===== config.mk =====
export PLATFORM = sky130hd
export DESIGN_NAME = add_accum
export DESIGN_NICKNAME = d
export VERILOG_FILES = /design/src/rtl/add_pkg.sv /design/src/rtl/add_accum_frame_counter.sv /design/src/rtl/add_accum.sv
export SDC_FILE = /design/constraint.sdc
export NUM_CORES = 1
export LEC_CHECK = 0
export ABC_CLOCK_PERIOD_IN_PS = 1900
export BUFFER_PORTS_ARGS = -buffer_cell sky130_fd_sc_hd__buf_4
export CORE_ASPECT_RATIO = 1.4
export CORE_MARGIN = 1.5
export CORE_UTILIZATION = 45
export DETAILED_ROUTE_END_ITERATION = 12
export PLACE_DENSITY = 0.78
export SLEW_MARGIN = 0
export SYNTH_ARGS = -nofsm -noshare
export SYNTH_HDL_FRONTEND = slang
export SYNTH_SLANG_ARGS = --single-unit

===== constraint.sdc =====
create_clock -name clk -period 1.9 [get_ports clk]
set_clock_uncertainty 0.2 [all_clocks]
set_input_delay 0.38 -clock clk [delete_from_list [all_inputs] [get_ports clk]]
set_output_delay 0.38 -clock clk [all_outputs]
set_load 0.01 [all_outputs]

===== src/rtl/add_pkg.sv =====
// Shared types for the adder / frame-accumulator pair.
package add_pkg;

  localparam int DEF_SUM_W = 5;
  localparam int DEF_ACC_W = 8;

  typedef enum logic {
    ACCUM = 1'b0,
    HOLD  = 1'b1
  } acc_state_t;

  typedef struct packed {
    logic [DEF_ACC_W-1:0] total;
    logic                 ovf;
  } frame_total_t;

endpackage


===== src/rtl/add_accum_frame_counter.sv =====
// Mod-FRAME_LEN sample counter; clear wins over enable, last flags the final slot.
module frame_counter #(
  parameter int FRAME_LEN = 4,
  parameter int CNT_W     = (FRAME_LEN > 1) ? $clog2(FRAME_LEN) : 1
) (
  input  logic clk,
  input  logic rst,
  input  logic en,
  input  logic clr,
  output logic last
);

  logic [CNT_W-1:0] cnt_q;

  assign last = (cnt_q == CNT_W'(FRAME_LEN - 1));

  always_ff @(posedge clk) begin
    if (rst || clr) begin
      cnt_q <= '0;
    end else if (en) begin
      cnt_q <= last ? '0 : cnt_q + 1'b1;
    end
  end

endmodule


===== src/rtl/add_accum.sv =====
// Accumulates FRAME_LEN adder sums into a held frame total with overflow flag.
// ADD_ACCUM_SAT_EN: clamp the accumulator on overflow instead of wrapping.
//
// state | meaning
// ACCUM | accepting samples, building the frame total
// HOLD  | frame total presented, waiting for out_ready
module add_accum
  import add_pkg::*;
#(
  parameter int SUM_W     = DEF_SUM_W,
  parameter int ACC_W     = DEF_ACC_W,
  parameter int FRAME_LEN = 4
) (
  input  logic             clk,
  input  logic             rst,
  input  logic             in_valid,
  output logic             in_ready,
  input  logic [SUM_W-1:0] in_sum,
  output logic             out_valid,
  input  logic             out_ready,
  output logic [ACC_W-1:0] out_total,
  output logic             out_ovf
);

  acc_state_t       state_q, state_d;
  logic [ACC_W-1:0] acc_q;
  logic [ACC_W-1:0] acc_add;
  logic [ACC_W:0]   sum_ext;
  logic             carry;
  logic             accept;
  logic             release_f;
  logic             last;

  frame_counter #(
    .FRAME_LEN (FRAME_LEN)
  ) u_frame_counter (
    .clk  (clk),
    .rst  (rst),
    .en   (accept),
    .clr  (release_f),
    .last (last)
  );

  always_comb begin
    state_d   = state_q;
    in_ready  = 1'b0;
    out_valid = 1'b0;
    accept    = 1'b0;
    release_f = 1'b0;
    case (state_q)
      ACCUM: begin
        in_ready = 1'b1;
        accept   = in_valid;
        if (in_valid && last) state_d = HOLD;
      end
      HOLD: begin
        out_valid = 1'b1;
        release_f = out_ready;
        if (out_ready) state_d = ACCUM;
      end
      default: state_d = ACCUM;
    endcase
  end

  always_comb begin
    sum_ext = {1'b0, acc_q} + {{(ACC_W + 1 - SUM_W){1'b0}}, in_sum};
    carry   = sum_ext[ACC_W];
`ifdef ADD_ACCUM_SAT_EN
    // out_ovf already set means the accumulator sits at full scale
    acc_add = (carry || out_ovf) ? '1 : sum_ext[ACC_W-1:0];
`else
    acc_add = sum_ext[ACC_W-1:0];
`endif
  end

  always_ff @(posedge clk) begin
    if (rst) begin
      state_q   <= ACCUM;
      acc_q     <= '0;
      out_total <= '0;
      out_ovf   <= 1'b0;
    end else begin
      state_q <= state_d;
      if (accept) begin
        acc_q <= acc_add;
        if (carry) out_ovf <= 1'b1;
        if (last)  out_total <= acc_add;
      end
      if (release_f) begin
        acc_q   <= '0;
        out_ovf <= 1'b0;
      end
    end
  end

endmodule

==> results of run 1 <==
registers in the layout, indices dropped and copies added, names as in the netlist:
name,flops
state_q,1
acc_q,8
out_total,8
u_frame_counter.cnt_q,2
out_ovf,1
critical path, stage by stage, from the launching register on:
cell and delay [ps]:
dfxtp_2 360, ha_4 130, inv_2 30, fa_2 350, nand2b_4 160, nand2_2 70, a21o_1 190, xnor2_2 100
o31ai_1 210
layout by cell type (no fill, tap or decap), types with 5 or more instances in the layout:
master   count
a21oi_1     12
dfxtp_1     19
xor2_1       5
nand2_1     21
inv_1        5
ha_1         5
nor2_1      10
buf_4       25
nand3_1      5
worst paths after layout:
| kind | startpoint | end | cells past startpoint | slack [ps] |
|---|---|---|---|---|
| setup reg to reg | acc_q[0] | acc_q[4] | 8 | 30 |
| hold reg to reg | out_ovf | out_ovf | 2 | 260 |
| setup / recovery | acc_q[0] | acc_q[4] | 8 | 30 |
| hold / removal | rst | out_total[0] | 2 | 130 |
cells by family after synthesis:
| logic type | Yosys count |
|---|---|
| simple gates | 48 |
| buf+inv | 12 |
| compound gates | 32 |
| flops | 20 |
| fa+ha+maj | 7 |
| mux | 1 |
| xor+xnor | 7 |
through the flow:
step | power (W) | worst slack, ps
floorplan | 0.000611 | 0.0708
global placement | 0.000653 | -73.4
detailed placement | 0.000662 | -124
CTS | 0.00101 | 8.90
global route | 0.00107 | -64.4
finish | 0.00102 | 27.8
layer usage:
metal | routed length, um | part of all wire [%] | vias up
li1 | - | - | 482
met1 | 931 | 41 | 444
met2 | 1200 | 53 | 19
met3 | 78 | 3.4 | 8
met4 | 70 | 3.1 | 0
met5 | 0 | 0 | -
area by class of cell:
cell class	instances	area (um2)	area share, %
inverters	6	22.5	1.67
multi-input cells	95	658	48.7
clock buffers	3	22.5	1.67
repair buffers	25	188	13.9
well taps	23	28.8	2.13
flip-flops and latches	20	402	29.7
clock inverters	1	30.0	2.22
power by group:
| group | leakage [nW] | total [W] | switching (W) | internal, W |
|---|---|---|---|---|
| combinational | 0.396 | 0.000216 | 0.000118 | 0.0000985 |
| clock | 0.0279 | 0.000351 | 0.000137 | 0.000213 |
| sequential | 0.163 | 0.000454 | 0.0000155 | 0.000438 |
| total | 0.587 | 0.00102 | 0.000271 | 0.000750 |
repair_timing:
action,4_1_cts,5_1_grt
buffers inserted,0,1
endpoints found under the setup margin,1,4
pin swaps,0,9
resized for setup,1,6
cell usage after synthesis (all sizes together):
library cell / instances / area, um2
nand2: 23 / 93.8
dfxtp: 20 / 400
a21oi: 13 / 68.8
nor2: 11 / 41.3
ha: 6 / 75.1
inv: 6 / 22.5
o21ai: 6 / 37.5
a211oi: 5 / 47.5
buf: 5 / 52.6
nand3: 5 / 25.0
xor2: 5 / 43.8
a21o: 2 / 15.0
nor3: 2 / 10.0
nor4b: 2 / 23.8
o211ai: 2 / 20.0
o31ai: 2 / 15.0
xnor2: 2 / 17.5
a31oi: 1 / 6.26
and2: 1 / 6.26
and3: 1 / 11.3
clkbuf: 1 / 3.75
fa: 1 / 20.0
mux2i: 1 / 10.0
nand2b: 1 / 6.26
nor2b: 1 / 8.76
o2111ai: 1 / 8.76
or2b: 1 / 7.51
==> flow_metrics.tcl, run 1 <==
set metrics [dict create \
    drv_cap 0 \
    cts_root_buffer "clkbuf_4" \
    grt_pass1_wl_um 3710 \
    diodes 0 \
    worst_hold_slack_ps 129 \
    crit_type "reg2reg" \
    use_met3_pct 2.93 \
    grt_pass1_vias 865 \
    clkLatencyLatePin_ps 310 \
    synth_warnings 0 \
    numCtsBuffers 3 \
    fp.dieH_um 61.5 \
    path_clk_slew_ps 120 \
    hold_buffers 0 \
    gr-total-overflow 0 \
    finalInstanceArea_um2 1350 \
    finalNonFillerCells 173 \
    syn_area_per_cell_um2 8.65 \
    rsz0062_at_grt "yes" \
    htreeDepth 1 \
    synthMuxAreaShare_pct 0.911 \
    dpl.cell_count 168 \
    nNetsFinal 167 \
    drt_iter0_drc 19 \
    place_congestion 0.913 \
    fmax_mhz 534 \
    synth-seq-cells 20 \
    synth_top_family_by_area "simple AND/OR/NAND/NOR gates" \
    fin_crit_sh_pct 98.5 \
    grt_max_degree 13 \
    synth_adder_area_share_pct 8.66 \
    routedWlPerCell_um 13.2 \
    ir_drop_mv 0.444 \
    cp.arrival_ps 1900 \
    die_w_um 44.8 \
    slew_headroom_pct 73.2 \
    port_buffers 19 \
    cp-start-kind "register" \
    hold_violations 0 \
    grt_use_met1_pct 20.9 \
    worst_pin_slew_ps 401 \
    wirelength_um 2280 \
    track_usage_pct 18.7 \
    syn_to_final_growth_pct 23.0 \
    worstPathMaxFanout 2 \
    drc 0 \
    crit_path_end_kind "register" \
    cts.sinks 20 \
    io_pins 20 \
    fin_tns_setup_ps 0 \
    tritoncts "done" \
    syn_nets 143 \
    synth.lib_cells_used.distinct 35 \
    synth_cells 127 \
    globalRoute.busiestLayer "met2" \
    hp-class "in2reg" \
    outcome "completed" \
    worst_ep_required_time_ps 1930 \
    postRouteAntennaNets 0 \
    leakagePower_nw 0.587 \
    dieArea_um2 2750 \
    synth.cell_area_um2 1100 \
    slew_violations 0 \
    nFillCells 221 \
    core_area_um2 2360 \
    use_met2_pct 33.5 \
    rows 21 \
    ys_seq_area_share_pct 36.4 \
    synthXorXnorAreaFrac_pct 5.58 \
    dp_hpwl_um 1750 \
    post_dp_cell_area_um2 1260 \
    layout_min_cycle_time_ps 1870 \
    initial_utilization_pct 46.5 \
    grt_antenna_before_repair 0 \
    final_util_pct 57.1 \
    vias 953 \
    synth-compound-area-share_pct 19.9 \
    setup_viol 0 \
    drive_gt1_share_pct 32.0 \
    firstDrtPassIters 4 \
    clockBufferDepth 2 \
    power_density_nw_per_um2 755 \
    viasPerCell 5.51 \
    yosys.area_share.simple_pct 21.3 \
]
Power figures use the tool's default switching activity.
==> run 2, diff against run 1 <==
--- a/config.mk
+++ b/config.mk
@@ -12,6 +12,7 @@
 export CORE_UTILIZATION = 45
 export DETAILED_ROUTE_END_ITERATION = 12
 export PLACE_DENSITY = 0.78
+export REMOVE_ABC_BUFFERS = 1
 export SLEW_MARGIN = 0
 export SYNTH_ARGS = -nofsm -noshare
 export SYNTH_HDL_FRONTEND = slang
==> run 2 against run 1 <==
Effect of this change:
- total power decreased by 1.6%
- hold slack better by 13 ps
- first-iteration DRC count shrank 21%
- critical path depth stayed put
- critical path type unchanged
- largest cell class unchanged
- largest power group unchanged
==> flow_metrics.tcl, run 2 (synthesis results as in run 1) <==
set metrics [dict create \
    outcome "completed" \
    routedWlPerCell_um 13.5 \
    wirelength_um 2330 \
    drc 0 \
    tritoncts "done" \
    grt_max_degree 13 \
    hold_violations 0 \
    crit_path_end_kind "register" \
    drive_gt1_share_pct 31.5 \
    viasPerCell 5.51 \
    cp.arrival_ps 1880 \
    numCtsBuffers 3 \
    io_pins 20 \
    diodes 0 \
    grt_pass1_vias 850 \
    hold_buffers 0 \
    cts.sinks 20 \
    worst_hold_slack_ps 141 \
    fp.dieH_um 61.5 \
    worstPathMaxFanout 2 \
    setup_viol 0 \
    pwr-share-clk_pct 34.5 \
    slew_violations 0 \
    intPower_w 0.000741 \
    vias 948 \
    fin_crit_sh_pct 97.0 \
    core_area_um2 2360 \
    final_util_pct 57.2 \
    fmax_mhz 543 \
    die_w_um 44.8 \
    dp_hpwl_um 1720 \
    clkLatencyLatePin_ps 310 \
    drt_iter0_drc 15 \
    nNetsFinal 166 \
    ir_drop_mv 0.471 \
    rows 21 \
    switching_share_pct 26.3 \
    worst_ep_required_time_ps 1930 \
    postRouteAntennaNets 0 \
    drv_cap 0 \
    rsz0062_at_grt "yes" \
    finalNonFillerCells 172 \
    port_buffers 19 \
    dpl.cell_count 168 \
    crit_type "reg2reg" \
    gr-total-overflow 0 \
    htreeDepth 1 \
    hp-class "in2reg" \
    firstDrtPassIters 4 \
    cp-start-kind "register" \
    layout_min_cycle_time_ps 1840 \
    grt_antenna_before_repair 0 \
    slew_headroom_pct 73.4 \
    grt_pass1_wl_um 3480 \
    track_usage_pct 17.7 \
    power_density_nw_per_um2 743 \
    initial_utilization_pct 46.5 \
    syn_to_final_growth_pct 23.1 \
    path_clk_slew_ps 120 \
    power_frac_comb_pct 20.3 \
    leakagePower_nw 0.585 \
    pre_cts_ws_ps -190 \
    fin_ws_ps 57.3 \
    top_regs "acc_q: 8 flops, out_total: 8 flops, u_frame_counter.cnt_q: 2 flops" \
    dieArea_um2 2750 \
    p_sw_w 0.000264 \
    fin_tns_setup_ps 0 \
    clockBufferDepth 2 \
    layout_commonest_cell "buf_4" \
    mostFrequentLayoutCells "24 x buf_4, 21 x nand2_1, 19 x dfxtp_1" \
    worst_pin_slew_ps 399 \
    cts_root_buffer "clkbuf_4" \
    seqPwrFrac_pct 45.2 \
    place_congestion 0.858 \
]
## run 2: cell count changes in the layout (fill, tap and decap cells not counted)
| cell | delta |
|---|---|
| o31ai_1 | -1 |
| o21ai_1 | +1 |
| o31ai_2 | +1 |
| buf_4 | -1 |
| a21oi_2 | -1 |
| o21ai_2 | -1 |
| a21oi_4 | +1 |
## run 2: timing repair
action                                  CTS  global route
endpoints found under the setup margin    4             4
pin swaps                                 0             1
buffers inserted                          0             0
resized for setup                         3             8
endpoints found under the hold margin     0             0
## run 2: final cells by class
cell class | count | area (um2)
Sequential cell | 20 | 402
Inverter | 6 | 22.5
Tap cell | 23 | 28.8
Timing Repair Buffer | 24 | 180
Clock inverter | 1 | 30.0
Clock buffer | 3 | 22.5
Multi-Input combinational cell | 95 | 667
Fill cell | 223 | 1010
## run 2: path summary, 6_finish.rpt
| path | startpoint | to | slack (ps) | cells past startpoint |
|---|---|---|---|---|
| min reg2reg | out_ovf | out_ovf | 250 | 2 |
| max | acc_q[0] | out_total[6] | 60 | 8 |
| min | out_ready | state_q | 140 | 3 |
| max reg2reg | acc_q[0] | out_total[6] | 60 | 8 |
## run 2: layer usage
| metal | vias up | global-route usage, % | share of wire (%) |
|---|---|---|---|
| met2 | 17 | 30.4 | 53 |
| met4 | 0 | 15.6 | 4.7 |
| met3 | 9 | 2.64 | 2.5 |
| li1 | 479 | - | - |
| met5 | - | 0 | 0 |
| met1 | 443 | 18.5 | 40 |
## run 2: critical path, cell delays in order (launching register included)
cell and delay [ps]:
dfxtp_2 360, ha_4 130, inv_2 30, fa_2 330, nand2b_4 170, a21oi_4 170
nor2_2 60, xor2_1 140, a211oi_2 170
## run 2: per-stage QoR
step | power (W) | instance area [um2]
3_3_place_gp | 0.000639 | 1250
5_1_grt | 0.00106 | 1350
3_5_place_dp | 0.000645 | 1250
4_1_cts | 0.000996 | 1320
2_1_floorplan | 0.000586 | 1040
6_report | 0.00100 | 1350
## run 2: power groups by stage
stage	clock [W]	combinational [W]	sequential, W
after detailed placement	0	0.000182	0.000463
after global routing	0.000375	0.000224	0.000457
final	0.000346	0.000204	0.000454
after floorplan	0	0.000126	0.000459
after CTS	0.000354	0.000188	0.000453
after global placement	0	0.000178	0.000461
==> run 3, diff against run 2 <==
--- a/config.mk
+++ b/config.mk
@@ -5,8 +5,10 @@
 export SDC_FILE = /design/constraint.sdc
 export NUM_CORES = 1
 export LEC_CHECK = 0
+export ABC_AREA = 1
 export ABC_CLOCK_PERIOD_IN_PS = 1900
 export BUFFER_PORTS_ARGS = -buffer_cell sky130_fd_sc_hd__buf_4
+export CAP_MARGIN = 20
 export CORE_ASPECT_RATIO = 1.4
 export CORE_MARGIN = 1.5
 export CORE_UTILIZATION = 45
==> run 3 against run 2 <==
Effect of this change:
- sequential power rose by 2%
- count of clock-buffer cells in the layout grew 1
- synthesized cell count rose by 20%
- synthesized area increased by 1.9%
- fmax rose by 3.4%
- critical path depth is 4 higher
- clock power shrank 27%
==> flow_metrics.tcl, run 3 <==
set metrics [dict create \
    outcome "completed" \
    synthMuxAreaShare_pct 0 \
    synth.cell_area_um2 1120 \
    grt_pass1_wl_um 3570 \
    diodes 0 \
    port_buffers 19 \
    worst_pin_slew_ps 255 \
    synth_warnings 0 \
    synth_most_common_cell "nand2_1" \
    place_congestion 0.812 \
    cp.arrival_ps 1840 \
    pwr-share-clk_pct 27.0 \
    drv_cap 0 \
    grt_pass1_vias 945 \
    hold_buffers 0 \
    intPower_w 0.000654 \
    mostFrequentLayoutCells "28 x nand2_1, 24 x inv_1, 22 x nor2_1" \
    worstPathMaxFanout 3 \
    power_frac_comb_pct 23.6 \
    cts.sinks 20 \
    cp-start-kind "register" \
    track_usage_pct 16.8 \
    synthXorXnorAreaFrac_pct 0.782 \
    synth_top_area_share_pct 35.8 \
    clockBufferDepth 2 \
    hold_violations 0 \
    synth-compound-area-share_pct 12.5 \
    power_density_nw_per_um2 697 \
    fp.dieH_um 62.0 \
    setup_viol 0 \
    io_pins 20 \
    drive_gt1_share_pct 24.6 \
    seqPwrFrac_pct 49.3 \
    firstDrtPassIters 4 \
    clkLatencyLatePin_ps 310 \
    dieArea_um2 2800 \
    yosys-top-cells-area "dfxtp_1 36%, nand2_1 10%, inv_1 8.0%" \
    seq_area_um2 402 \
    tritoncts "done" \
    cts_root_buffer "clkbuf_4" \
    rows 21 \
    synth_cells 153 \
    wirelength_um 2270 \
    dp_hpwl_um 1630 \
    gr-total-overflow 0 \
    syn_to_final_growth_pct 20.1 \
    synth_edf_count 0 \
    synth_adder_area_share_pct 8.49 \
    viasPerCell 5.18 \
    fin_crit_sh_pct 93.8 \
    p_sw_w 0.000284 \
    top_regs "acc_q: 8 flops, out_total: 8 flops, u_frame_counter.cnt_q: 2 flops" \
    vias 1025 \
    leakagePower_nw 0.696 \
    grt_antenna_before_repair 0 \
    hp-class "in2reg" \
    fmax_mhz 561 \
    grt_max_degree 17 \
    worst_ep_required_time_ps 1960 \
    worst_hold_slack_ps 110 \
    path_clk_slew_ps 120 \
    crit_type "reg2reg" \
    htreeDepth 1 \
    ys_async_sr_fraction_pct 0 \
    postRouteAntennaNets 0 \
    ys_seq_area_share_pct 35.8 \
    nFillCells 218 \
    synth_top_family_by_area "simple AND/OR/NAND/NOR gates" \
    drt_iter0_drc 38 \
    switching_share_pct 30.3 \
    synth-seq-cells 20 \
    synth_top_area_cell "dfxtp_1" \
    core_area_um2 2360 \
    slew_headroom_pct 82.9 \
    layout_commonest_cell "nand2_1" \
    initial_utilization_pct 47.4 \
    ir_drop_mv 0.231 \
    drc 0 \
    ys.flop_type "dfxtp_1" \
    die_w_um 45.2 \
    layout_min_cycle_time_ps 1780 \
    synthTopCellsByCount "31 x nand2_1, 24 x inv_1, 22 x nor2_1, 20 x dfxtp_1, 16 x nand3_1" \
    yosys.area_share.simple_pct 30.9 \
    numCtsBuffers 3 \
    synth.lib_cells_used.distinct 26 \
    syn_area_per_cell_um2 7.32 \
    slew_violations 0 \
    power.total_w 0.000938 \
    multi_input_area_um2 623 \
    crit_path_end_kind "register" \
    routedWlPerCell_um 11.5 \
    nNetsFinal 192 \
    rsz0062_at_grt "no" \
]
-- run 3: through the flow --
step	cells	util [%]	TNS [ps]	worst slack (ps)	area (um2)
finish	198	56.9	0	118	1350
global placement	193	53.6	-96.3	-40.3	1270
detailed placement	193	53.6	-228	-84.2	1270
floorplan	150	-	0	129	1090
CTS	197	55.1	0	21.8	1300
global route	198	56.9	0	9.35	1350
-- run 3: worst max-delay path, stage by stage, from the launching register on --
cell and delay (ps):
dfxtp_2 370, ha_4 120, inv_1 50, fa_2 360, inv_1 60, nand2_1 50, nand2_2 80, nand3_2 100
nand2_2 100, nand2_2 60, nand3_1 60, nand2_1 70, inv_1 70
-- run 3: repair_timing --
item                       CTS  global route
gates resized for setup      0            10
setup endpoints to repair    0             5
setup buffers                0             1
-- run 3: area by class of cell --
| class | instances | share of cell area (%) |
|---|---|---|
| clock buffer | 4 | 2.70 |
| tap | 23 | 2.14 |
| inverter | 26 | 7.26 |
| sequential | 20 | 29.9 |
| multi-input combinational | 104 | 46.3 |
| timing repair buffer | 21 | 11.7 |
-- run 3: final timing paths --
check,endpoint,start,cells past startpoint,slack (ps)
worst max-delay path,acc_q[6],acc_q[0],12,120
worst min-delay path,out_total[4],rst,2,110
worst max register to register,acc_q[6],acc_q[0],12,120
worst min register to register,out_ovf,out_ovf,2,270
-- run 3: cell families (layout without fill, tap and decap cells) --
kind of cell    count (synthesis)  in the layout
simple gates                   76             76
flops                          20             20
compound gates                 20             20
buf+inv                        29             51
fa+ha+maj                       7              7
xor+xnor                        1              1
-- run 3: power by group through the flow --
stage | sequential (W) | clock [W] | combinational (W)
after floorplan | 0.000469 | 0 | 0.000142
after global placement | 0.000469 | 0 | 0.000198
after detailed placement | 0.000470 | 0 | 0.000204
after CTS | 0.000461 | 0.000254 | 0.000205
after global routing | 0.000467 | 0.000267 | 0.000249
final | 0.000463 | 0.000254 | 0.000222
-- run 3: routing by layer --
| metal | GRT usage (%) | share of wire (%) | up-vias | wire length [um] |
|---|---|---|---|---|
| met4 | 8.40 | 1.8 | 0 | 40 |
| met1 | 18.9 | 43 | 463 | 985 |
| met5 | 0 | 0 | - | 0 |
| met2 | 31.4 | 50 | 30 | 1140 |
| met3 | 0.867 | 4.7 | 6 | 106 |
| li1 | - | - | 526 | - |
